[src/rtl/serial_bus_pkg.sv]
// Shared types and elaboration-time helpers for the serial bus transmitter.
package serial_bus_pkg;

  typedef enum logic [2:0] {
    IDLE  = 3'd0,
    START = 3'd1,
    SRC   = 3'd2,
    ADDR  = 3'd3,
    DATA  = 3'd4,
    CRC   = 3'd5,
    STOP  = 3'd6
  } state_t;

  localparam logic [3:0] CRC_POLY_DEFAULT = 4'h3;

  function automatic int clog2(input int value);
    int r;
    for (r = 0; (32'sd1 <<< r) < value; r++) begin
    end
    return r;
  endfunction

  function automatic int frame_len(input int src_w, input int addr_w,
                                   input int data_w, input int crc_w);
    return 2 + src_w + addr_w + data_w + crc_w;
  endfunction

endpackage

[src/rtl/serial_bus_tx_crc.sv]
// Serial LFSR CRC: one message bit per enabled cycle, zero-initialised on clear.
module crc_serial #(
  parameter int               CRC_W    = 4,
  parameter logic [CRC_W-1:0] CRC_POLY = 4'h3
) (
  input  logic             clock,
  input  logic             reset,
  input  logic             clear,
  input  logic             enable,
  input  logic             bit_in,
  output logic [CRC_W-1:0] crc
);

  logic [CRC_W-1:0] crc_r;
  logic             fb_s;

  assign fb_s = bit_in ^ crc_r[CRC_W-1];

  // LFSR register: clear has priority over shifting in a new bit
  always_ff @(posedge clock) begin
    if (reset || clear) begin
      crc_r <= {CRC_W{1'b0}};
    end else if (enable) begin
      crc_r <= {crc_r[CRC_W-2:0], 1'b0} ^ (fb_s ? CRC_POLY : {CRC_W{1'b0}});
    end
  end

  assign crc = crc_r;

endmodule

[src/rtl/serial_bus_tx.sv]
// N-node round-robin arbitrated serial frame transmitter:
// start | src | addr | data | crc | stop, every field MSB first.
module serial_bus_tx
  import serial_bus_pkg::*;
#(
  parameter int               N_NODES  = 16,
  parameter int               DATA_W   = 64,
  parameter int               ADDR_W   = 4,
  parameter int               CRC_W    = 4,
  parameter logic [CRC_W-1:0] CRC_POLY = CRC_W'(CRC_POLY_DEFAULT),
  parameter int               CRC_MODE = 0
) (
  input  logic                        clock,
  input  logic                        reset,
  input  logic [N_NODES-1:0]          mod,
  input  logic [N_NODES*DATA_W-1:0]   data_in,
  input  logic [N_NODES*ADDR_W-1:0]   addr_in,
  input  logic [N_NODES*CRC_W-1:0]    crc_in,
  output logic [N_NODES-1:0]          grant,
  output logic                        bus_out,
  output logic                        busy,
  output logic                        frame_done
);

  localparam int SRC_W = clog2(N_NODES);
  localparam int PAY_W = SRC_W + ADDR_W + DATA_W;
  localparam int CNT_W = clog2(PAY_W + CRC_W) + 1;

  state_t             state_r, state_s;
  logic [CNT_W-1:0]   cnt_r, cnt_s;
  logic [SRC_W-1:0]   ptr_r, ptr_s, win_s;
  logic [PAY_W-1:0]   shift_r, shift_s;
  logic [CRC_W-1:0]   crc_sh_r, crc_sh_s, crc_s;
  logic               bus_r, bus_s, busy_r, busy_s, done_r, done_s;
  logic [N_NODES-1:0] grant_r, grant_s, rot_s;
  logic [SRC_W:0]     shamt_s, off_s, sum_s;
  logic               crc_clr_s, crc_en_s;
  logic [CNT_W-1:0]   last_s;
  state_t             after_s;

  // Round-robin search: rotate {mod,mod} so the node after the pointer lands at bit 0
  always_comb begin
    shamt_s = {1'b0, ptr_r} + (SRC_W+1)'(1);
    rot_s   = N_NODES'({mod, mod} >> shamt_s);
    off_s   = {(SRC_W+1){1'b0}};
    for (int k = N_NODES-1; k >= 0; k--) begin
      off_s = rot_s[k] ? (SRC_W+1)'(k) : off_s;
    end
    sum_s = shamt_s + off_s;
    win_s = (sum_s >= (SRC_W+1)'(N_NODES)) ? SRC_W'(sum_s - (SRC_W+1)'(N_NODES))
                                            : SRC_W'(sum_s);
  end

  // Next-state logic; bus_s is the bit that appears on the line next cycle
  always_comb begin
    state_s   = state_r;
    cnt_s     = cnt_r;
    ptr_s     = ptr_r;
    shift_s   = shift_r;
    crc_sh_s  = crc_sh_r;
    bus_s     = 1'b0;
    busy_s    = busy_r;
    done_s    = 1'b0;
    grant_s   = {N_NODES{1'b0}};
    crc_clr_s = 1'b0;
    crc_en_s  = 1'b0;
    last_s    = (state_r == SRC) ? CNT_W'(SRC_W - 1) : CNT_W'(ADDR_W - 1);
    after_s   = (state_r == SRC) ? ADDR : DATA;
    case (state_r)
      IDLE: begin
        busy_s = 1'b0;
        if (|mod) begin
          state_s   = START;
          cnt_s     = {CNT_W{1'b0}};
          ptr_s     = win_s;
          grant_s   = {{(N_NODES-1){1'b0}}, 1'b1} << win_s;
          shift_s   = {win_s, addr_in[win_s*ADDR_W +: ADDR_W], data_in[win_s*DATA_W +: DATA_W]};
          crc_sh_s  = crc_in[win_s*CRC_W +: CRC_W];
          bus_s     = 1'b1;
          busy_s    = 1'b1;
          crc_clr_s = 1'b1;
        end else begin
          state_s = IDLE;
        end
      end
      START: begin
        state_s  = SRC;
        cnt_s    = {CNT_W{1'b0}};
        bus_s    = shift_r[PAY_W-1];
        shift_s  = shift_r << 1;
        crc_en_s = 1'b1;
      end
      SRC, ADDR: begin
        bus_s    = shift_r[PAY_W-1];
        shift_s  = shift_r << 1;
        crc_en_s = 1'b1;
        if (cnt_r == last_s) begin
          state_s = after_s;
          cnt_s   = {CNT_W{1'b0}};
        end else begin
          cnt_s = cnt_r + CNT_W'(1);
        end
      end
      DATA: begin
        if (cnt_r == CNT_W'(DATA_W - 1)) begin
          // The LFSR has absorbed every payload bit by now
          state_s = CRC;
          cnt_s   = {CNT_W{1'b0}};
          if (CRC_MODE == 0) begin
            bus_s    = crc_s[CRC_W-1];
            crc_sh_s = crc_s << 1;
          end else begin
            bus_s    = crc_sh_r[CRC_W-1];
            crc_sh_s = crc_sh_r << 1;
          end
        end else begin
          cnt_s    = cnt_r + CNT_W'(1);
          bus_s    = shift_r[PAY_W-1];
          shift_s  = shift_r << 1;
          crc_en_s = 1'b1;
        end
      end
      CRC: begin
        if (cnt_r == CNT_W'(CRC_W - 1)) begin
          state_s = STOP;
          cnt_s   = {CNT_W{1'b0}};
          done_s  = 1'b1;
        end else begin
          cnt_s    = cnt_r + CNT_W'(1);
          bus_s    = crc_sh_r[CRC_W-1];
          crc_sh_s = crc_sh_r << 1;
        end
      end
      STOP: begin
        state_s = IDLE;
        busy_s  = 1'b0;
      end
      default: begin
        state_s = IDLE;
        busy_s  = 1'b0;
      end
    endcase
  end

  // State and registered outputs
  always_ff @(posedge clock) begin
    if (reset) begin
      state_r  <= IDLE;
      cnt_r    <= {CNT_W{1'b0}};
      ptr_r    <= SRC_W'(N_NODES - 1);
      shift_r  <= {PAY_W{1'b0}};
      crc_sh_r <= {CRC_W{1'b0}};
      bus_r    <= 1'b0;
      busy_r   <= 1'b0;
      done_r   <= 1'b0;
      grant_r  <= {N_NODES{1'b0}};
    end else begin
      state_r  <= state_s;
      cnt_r    <= cnt_s;
      ptr_r    <= ptr_s;
      shift_r  <= shift_s;
      crc_sh_r <= crc_sh_s;
      bus_r    <= bus_s;
      busy_r   <= busy_s;
      done_r   <= done_s;
      grant_r  <= grant_s;
    end
  end

  crc_serial #(
    .CRC_W   (CRC_W),
    .CRC_POLY(CRC_POLY)
  ) u_crc (
    .clock (clock),
    .reset (reset),
    .clear (crc_clr_s),
    .enable(crc_en_s),
    .bit_in(shift_r[PAY_W-1]),
    .crc   (crc_s)
  );

  assign grant      = grant_r;
  assign bus_out    = bus_r;
  assign busy       = busy_r;
  assign frame_done = done_r;

endmodule

[config.mk]
export PLATFORM = sky130hd
export DESIGN_NAME = serial_bus_tx
export DESIGN_NICKNAME = d
export VERILOG_FILES = /design/src/rtl/serial_bus_pkg.sv /design/src/rtl/serial_bus_tx_crc.sv /design/src/rtl/serial_bus_tx.sv
export SDC_FILE = /design/constraint.sdc
export NUM_CORES = 1
export LEC_CHECK = 0
export CAP_MARGIN = 15
export CORE_AREA = 2 2 459 461
export CTS_CLUSTER_DIAMETER = 80
export DETAILED_ROUTE_END_ITERATION = 8
export DIE_AREA = 0 0 461 463
export DONT_BUFFER_PORTS = 1
export PLACE_DENSITY = 0.31
export RECOVER_POWER = 25
export SYNTH_ARGS = -nofsm -noshare
export SYNTH_HDL_FRONTEND = slang
export SYNTH_SLANG_ARGS = --single-unit
[constraint.sdc]
create_clock -name clock -period 6.9 [get_ports clock]
set_input_delay 1.38 -clock clock [delete_from_list [all_inputs] [get_ports clock]]
set_output_delay 1.38 -clock clock [all_outputs]
set_load 0.01 [all_outputs]
; ---- After elaboration in Yosys (flattened, before gate mapping)
; Index checks and enable logic that the tools add are counted.
[word_totals]
ff_bits = 114
latch_bits = 0
ram_bits = 0
rom_bits = 0
in_bits = 1170
memories = 0
[op_classes]
add_sub_neg = 4
mul = 0
n_div = 0
order_cmp = 1
eq_ne = 13
shift = 5
mux = 44
bitwise = 5
n_reduce_logical = 17
[ops]
columns = operator, n
row1 = 1024-bit by 11-bit variable part select with 64-bit output, 1
row2 = 72-bit case mux with 3 select lines, 1
row3 = 72-bit two-way mux, 2
row4 = 64-bit by 7-bit variable part select with 4-bit output, 2
row5 = 4-bit two-way mux, 20
row6 = 8-bit case mux with 4 select lines, 1
row7 = 32-bit by 5-bit right shift with 16-bit output, 1
row8 = 8-bit two-way mux, 3
row9 = 16-bit OR reduction, 1
row10 = "1-bit by 4-bit << shifter with 16-bit output, first input constant", 1
row11 = 3-bit case mux with 5 select lines, 1
row12 = 3-bit two-way mux, 4
row13 = "2-bit inequality test, second input constant", 6
row14 = 4-bit case mux with 3 select lines, 1
row15 = 3-bit OR reduction, 3
row16 = "8-bit by 1-bit adder with 8-bit output, second input constant", 1
row17 = "8-bit by 2-bit equality test with 1-bit output, second input constant", 1
row18 = "8-bit by 6-bit equality test with 1-bit output, second input constant", 1
row19 = 1-bit two-way mux, 7
row20 = "3-bit by 2-bit equality test with 1-bit output, second input constant", 2
row21 = "3-bit equality test, second input constant", 2
row22 = 3-bit AND reduction, 2
row23 = 3-bit nonzero test, 2
row24 = "4-bit by 1-bit adder with 5-bit output, second input constant", 1
row25 = 17 further kinds, 22

; ---- Longest topological paths before layout
[logic_depth]
depth_word = 24
depth_mapped = 22
depth_no_buf = 17

; ---- Modules after synthesis
; A second synthesis with hierarchy kept.
[hier_totals]
cells_unflattened = 1435
area_unflattened_um2 = 14849.2
[modules_own_cells]
columns = module, n_inst, cells_each, area_per_inst_um2, seq_area_each_um2
row1 = serial_bus_tx, 1, 1418, 14674.1, 2202.1
row2 = crc_serial, 1, 17, 175.2, 80.1

; ---- Least setup slack after synthesis
; No wires, ideal clock.
[synth_timing]
path_type = input to register
from = input mod[11]
to = register shift_r[10]
t_arrival_ns = 5.568
required_time_ns = 6.762
slack_ns = 1.194
cell_stages = 14
path_cell_list = mux4_2 > mux2_2 > o32ai_1 > o21bai_1 > a32o_1 > o21ai_0 > o21ai_0 > ha_1 > clkbuf_1 > clkbuf_1 > clkbuf_1 > mux4_2 > mux2i_1 > o221ai_1
[synth_between]
elab_chain_cells = 23
elab_cells_between_ends = 27
cone_classes = 2 x add/sub / 1 x order compare / 1 x eq/ne / 2 x shift / 19 x mux / 2 x reduce/logical
[synth_rtl]
columns = item, line_no
row1 = "start, declared", serial_bus_tx.sv:15  ; input logic [N_NODES-1:0] mod,
row2 = 32-bit by 5-bit right shift with 16-bit output, serial_bus_tx.sv:44  ; rot_s = N_NODES'({mod, mod} >> shamt_s);
row3 = 4-bit two-way mux (16 in a row), serial_bus_tx.sv:47  ; off_s = rot_s[k] ? (SRC_W+1)'(k) : off_s;
row4 = 5-bit by 4-bit adder with 5-bit output, serial_bus_tx.sv:49  ; sum_s = shamt_s + off_s;
row5 = 4-bit by 1-bit subtractor with 4-bit output / 5-bit >= comparator (equally long branches), serial_bus_tx.sv:50  ; win_s = (sum_s >= (SRC_W+1)'(N_NODES)) ? SRC_W'(sum_s - (SRC_W+1)'(N_NODES))
row6 = 4-bit two-way mux, serial_bus_tx.sv:50
row7 = 1024-bit by 11-bit variable part select with 64-bit output, serial_bus_tx.sv:77  ; shift_s = {win_s, addr_in[win_s*ADDR_W +: ADDR_W], data_in[win_s*DATA_W +: DATA_W]};
row8 = 72-bit two-way mux, serial_bus_tx.sv:72  ; if (|mod) begin
row9 = 72-bit case mux with 3 select lines, serial_bus_tx.sv:69  ; case (state_r)
row10 = "end signal, assigned", serial_bus_tx.sv:151  ; shift_r <= {PAY_W{1'b0}};
row11 = "end signal, assigned", serial_bus_tx.sv:161  ; shift_r <= shift_s;
row12 = "end, declared", serial_bus_tx.sv:32  ; logic [PAY_W-1:0] shift_r, shift_s;
; Several ways; a longest one is shown, not always the timed one. The select of a mux whose other input is x is not followed.
; A chain may end at the register's enable or synchronous reset.

; ---- Final worst setup path
[layout_timing]
from = register ptr_r[1]
to = register shift_r[6]
[layout_between]
elab_chain_cells = 24
elab_cells_between_ends = 25
cone_classes = 3 x add/sub / 1 x order compare / 2 x shift / 19 x mux
[layout_rtl]
columns = item, line_no
row1 = "start, declared", serial_bus_tx.sv:31  ; logic [SRC_W-1:0] ptr_r, ptr_s, win_s;
row2 = "start signal, assigned", serial_bus_tx.sv:150  ; ptr_r <= SRC_W'(N_NODES - 1);
row3 = "start signal, assigned", serial_bus_tx.sv:160  ; ptr_r <= ptr_s;
row4 = 4-bit by 1-bit adder with 5-bit output *, serial_bus_tx.sv:43  ; shamt_s = {1'b0, ptr_r} + (SRC_W+1)'(1);
row5 = 32-bit by 5-bit right shift with 16-bit output, serial_bus_tx.sv:44
row6 = 4-bit two-way mux (16 in a row), serial_bus_tx.sv:47
row7 = 5-bit by 4-bit adder with 5-bit output *, serial_bus_tx.sv:49
row8 = 4-bit by 1-bit subtractor with 4-bit output / 5-bit >= comparator (equally long branches), serial_bus_tx.sv:50
row9 = 4-bit two-way mux *, serial_bus_tx.sv:50
row10 = 1024-bit by 11-bit variable part select with 64-bit output *, serial_bus_tx.sv:77
row11 = 72-bit two-way mux *, serial_bus_tx.sv:72
row12 = 72-bit case mux with 3 select lines *, serial_bus_tx.sv:69
; Mark *: on every way between the ends. The rest lies on a longest branch, timed or not. The select of a mux whose other input is x is not followed.

==> run_results.csv <==
group,metric,value,unit
status,status,"completed",
critical_path,critPathCaptureType,"flip-flop",
global_route,grt_usage,0.1324,
detailed_routing,wl_per_cell,32.68,um
detailed_routing,ant_nets,0,
synth,ys_async_sr_fraction,0,
die,fp.dieArea,0.2134,mm^2
detailed_routing,drt-met1-wl,54400,um
die,core.rowCount,168,
synth,ys_ff_latch,114,
clock_network,ctsHoldBuffers,0,
hold_path,min_from,"shift_r[69]",
synth,synth_cells,1686,
critical_path,crit_path_cell_trace,"buf_4 -> mux4_2 -> or4b_2 -> and2_1 -> o21ai_0 -> a311oi_1 -> o311ai_0 -> fa_4 -> buf_12 -> buf_4 -> mux4_2 -> and3_1 -> o31ai_1 -> o221ai_1",
detailed_routing,wirelength,147000,um
critical_path,cp.arrival,6550,ps
critical_path,cp_slowest_cell,"fa_4",
synth,yosysWarnings,0,
clock_network,cts_setup_buffers,0,
timing,setup_viol,0,
clock_network,clkLatencyLatePin,560,ps
critical_path,startpoint_type,"flip-flop",
die,start_util,0.07971,
clock_network,cts_tree,"done",
global_route,antenna_found_initial,204,
clock_network,root_buffer,"clkbuf_16",
detailed_routing,wl_met3,13570,um
critical_path,crit_family,"compound AO/OA/AOI/OAI gates",
place,place_congestion,1.116,
synth,avgSynthCellArea,9.858,um^2
critical_path,worstPathRequired,7330,ps
detailed_routing,drt-initial-drc-count,1301,
clock_network,cts.clk_slew.worst_paths,90,ps
detailed_routing,dr.max_layer_used,"met5",
detailed_routing,vias,16480,
layout,drive_gt1_frac,0.2829,
timing,slew_violations,0,
job,maxCapViolations,0,
synth,yosysSeqAreaShare,0.1373,
critical_path,crit_path_start,"ptr_r[1]",
timing,post-route-period-util,0.8877,
timing,max_freq,0.1633,GHz
place,dpl-instance-area,0.02039,mm^2
synth,synth_cell_types,59,
synth,synthFlopType,"dfxtp_1",
critical_path,cp_max_fo,42,
die,die_h,463,um
timing,setup_tns,0,ps
timing,rsz0062_at_grt,"no",
clock_network,clock_path_buffers,2,
detailed_routing,drtPass1Iterations,5,
layout,final_common_cell,"mux4_2",
critical_path,path_buf_inv,3,
detailed_routing,vias_per_cell,3.665,
timing,period_needed,6125,ps
layout,nets,2774,
synth,synth_nets,2861,
critical_path,reg2reg_from,"ptr_r[1]",
timing,finalHoldViolations,0,
place,io_buffers,0,
layout,final_cell_area,0.02117,mm^2
synth,synth_edf_count,0,
timing,slew_headroom,0.4236,
timing,fin_worst_skew,28.29,ps
place,dp_hpwl,125900,um
die,die-width,461,um
hold_path,hp-class,"flip-flop to flip-flop",
clock_network,post_cts_resized,0,
die,ioPinCount,1189,
detailed_routing,met2WireLength,72380,um
clock_network,cts_sinks,114,
critical_path,crit_type,"flip-flop to flip-flop",
clock_network,cts_made_buffers,17,
global_route,global_route.overflow_total,0,
die,core-area,0.2085,mm^2
critical_path,critical-path-max-stage-delay,930,ps
global_route,grt_pass1_vias,16007,
global_route,grt_pass1_wl,180500,um
synth,netlist_area,0.01662,mm^2
detailed_routing,remaining_drc_errors,0,
global_route,grt_max_degree,95,
timing,worst_pin_slew,862.7,ps
clock_network,h-tree-depth,4,
layout,area_growth,27.39,%
place,dp_worst_setup_slack,328.4,ps
layout,mostFrequentLayoutCells,"mux4_2 (304), nand2_1 (260), mux2i_1 (147)",
timing,finalWorstSetupSlack,775.2,ps
[area by class of cell]
cell class                 count  area [um^2]
clock inverter                14        142.6
inverter                       5        18.77
antenna                       80        200.2
fill                       24108       187300
timing repair buffer          88        960.9
tap                         2805         3510
sequential                   114         2282
clock buffer                  18        439.2
multi-input combinational   1373        13620
[worst register-to-register path: cells and delay by family, from the launching register on]
family / cells / cell delay (ps)
AO/OA/AOI/OAI: 5 / 1230
adder cells (fa/ha/maj): 1 / 930
buffers and inverters: 3 / 910
flip-flops: 1 / 740
multiplexers: 2 / 1050
AND/OR/NAND/NOR: 3 / 1170
[sequential cells by signal (all words and copies together) (netlist names), 3 cells and up]
signal and count:
shift_r 72, cnt_r 8, ptr_r 4, state_r 3
crc_sh_r 4, u_crc.crc 4, grant 16
[synthesized netlist by cell type, types with 3 or more instances]
library cell,count,area [um^2]
a22oi_1,3,22.52
o21bai_1,4,30.03
and2_1,7,43.79
nand4_1,7,43.79
a211o_1,5,43.79
mux2i_1,154,1541
buf_4,7,52.55
o221ai_1,67,586.8
nor3_1,19,95.09
inv_1,5,18.77
nand3_1,9,45.04
xnor2_1,9,78.83
a21oi_1,92,460.4
nand2b_1,7,43.79
o211ai_1,3,22.52
buf_2,13,65.06
or3_1,6,37.54
dfxtp_1,114,2282
nand2_1,261,979.7
o21ai_0,20,100.1
nor4_1,6,37.54
xor2_1,4,35.03
o311ai_0,3,26.28
ha_1,4,50.05
o22ai_1,3,18.77
o31ai_1,68,510.5
a211oi_1,4,30.03
and3_1,139,869.6
nor2b_1,6,37.54
mux4_2,304,6847
a311oi_1,4,35.03
buf_1,21,78.83
mux2_2,9,101.4
nor2_1,112,420.4
buf_6,6,67.56
clkbuf_1,147,551.8
a31oi_1,6,37.54
[routing by layer]
metal  vias to the layer above  global-route usage
met5                         -                   0
met4                        90             0.05092
met3                       402             0.05144
met2                      1283              0.2300
met1                      8024              0.1437
li1                       6681                   -
[path summary, 6_finish.rpt]
path                                     to  slack [ps]  depth (start not counted)
worst max register to register   shift_r[6]         780                         14
worst min-delay path            shift_r[69]         450                          2
worst max-delay path             shift_r[6]         780                         14
worst min register to register  shift_r[69]         450                          2
[through the flow]
step                      utilization  hold WS (ps)  cells
after detailed placement      0.09779         444.2   4385
after global routing           0.1013         486.0   4477
final                          0.1015         454.3   4497
after floorplan                     -         432.1   1686
after CTS                      0.1006         455.6   4417
after global placement        0.09779         441.0   4385
[cells by family after synthesis]
family	after synthesis	synth area share
AO/OA/AOI/OAI	301	0.1271
XOR/XNOR	13	0.006850
adder cells (fa/ha/maj)	5	0.004216
buffers and inverters	199	0.05021
flip-flops	114	0.1373
multiplexers	467	0.5108
AND/OR/NAND/NOR	587	0.1636
Power is left out: the tool's default activity adds up to more than one toggle a clock period on the data nets, which glitch-free logic cannot reach.
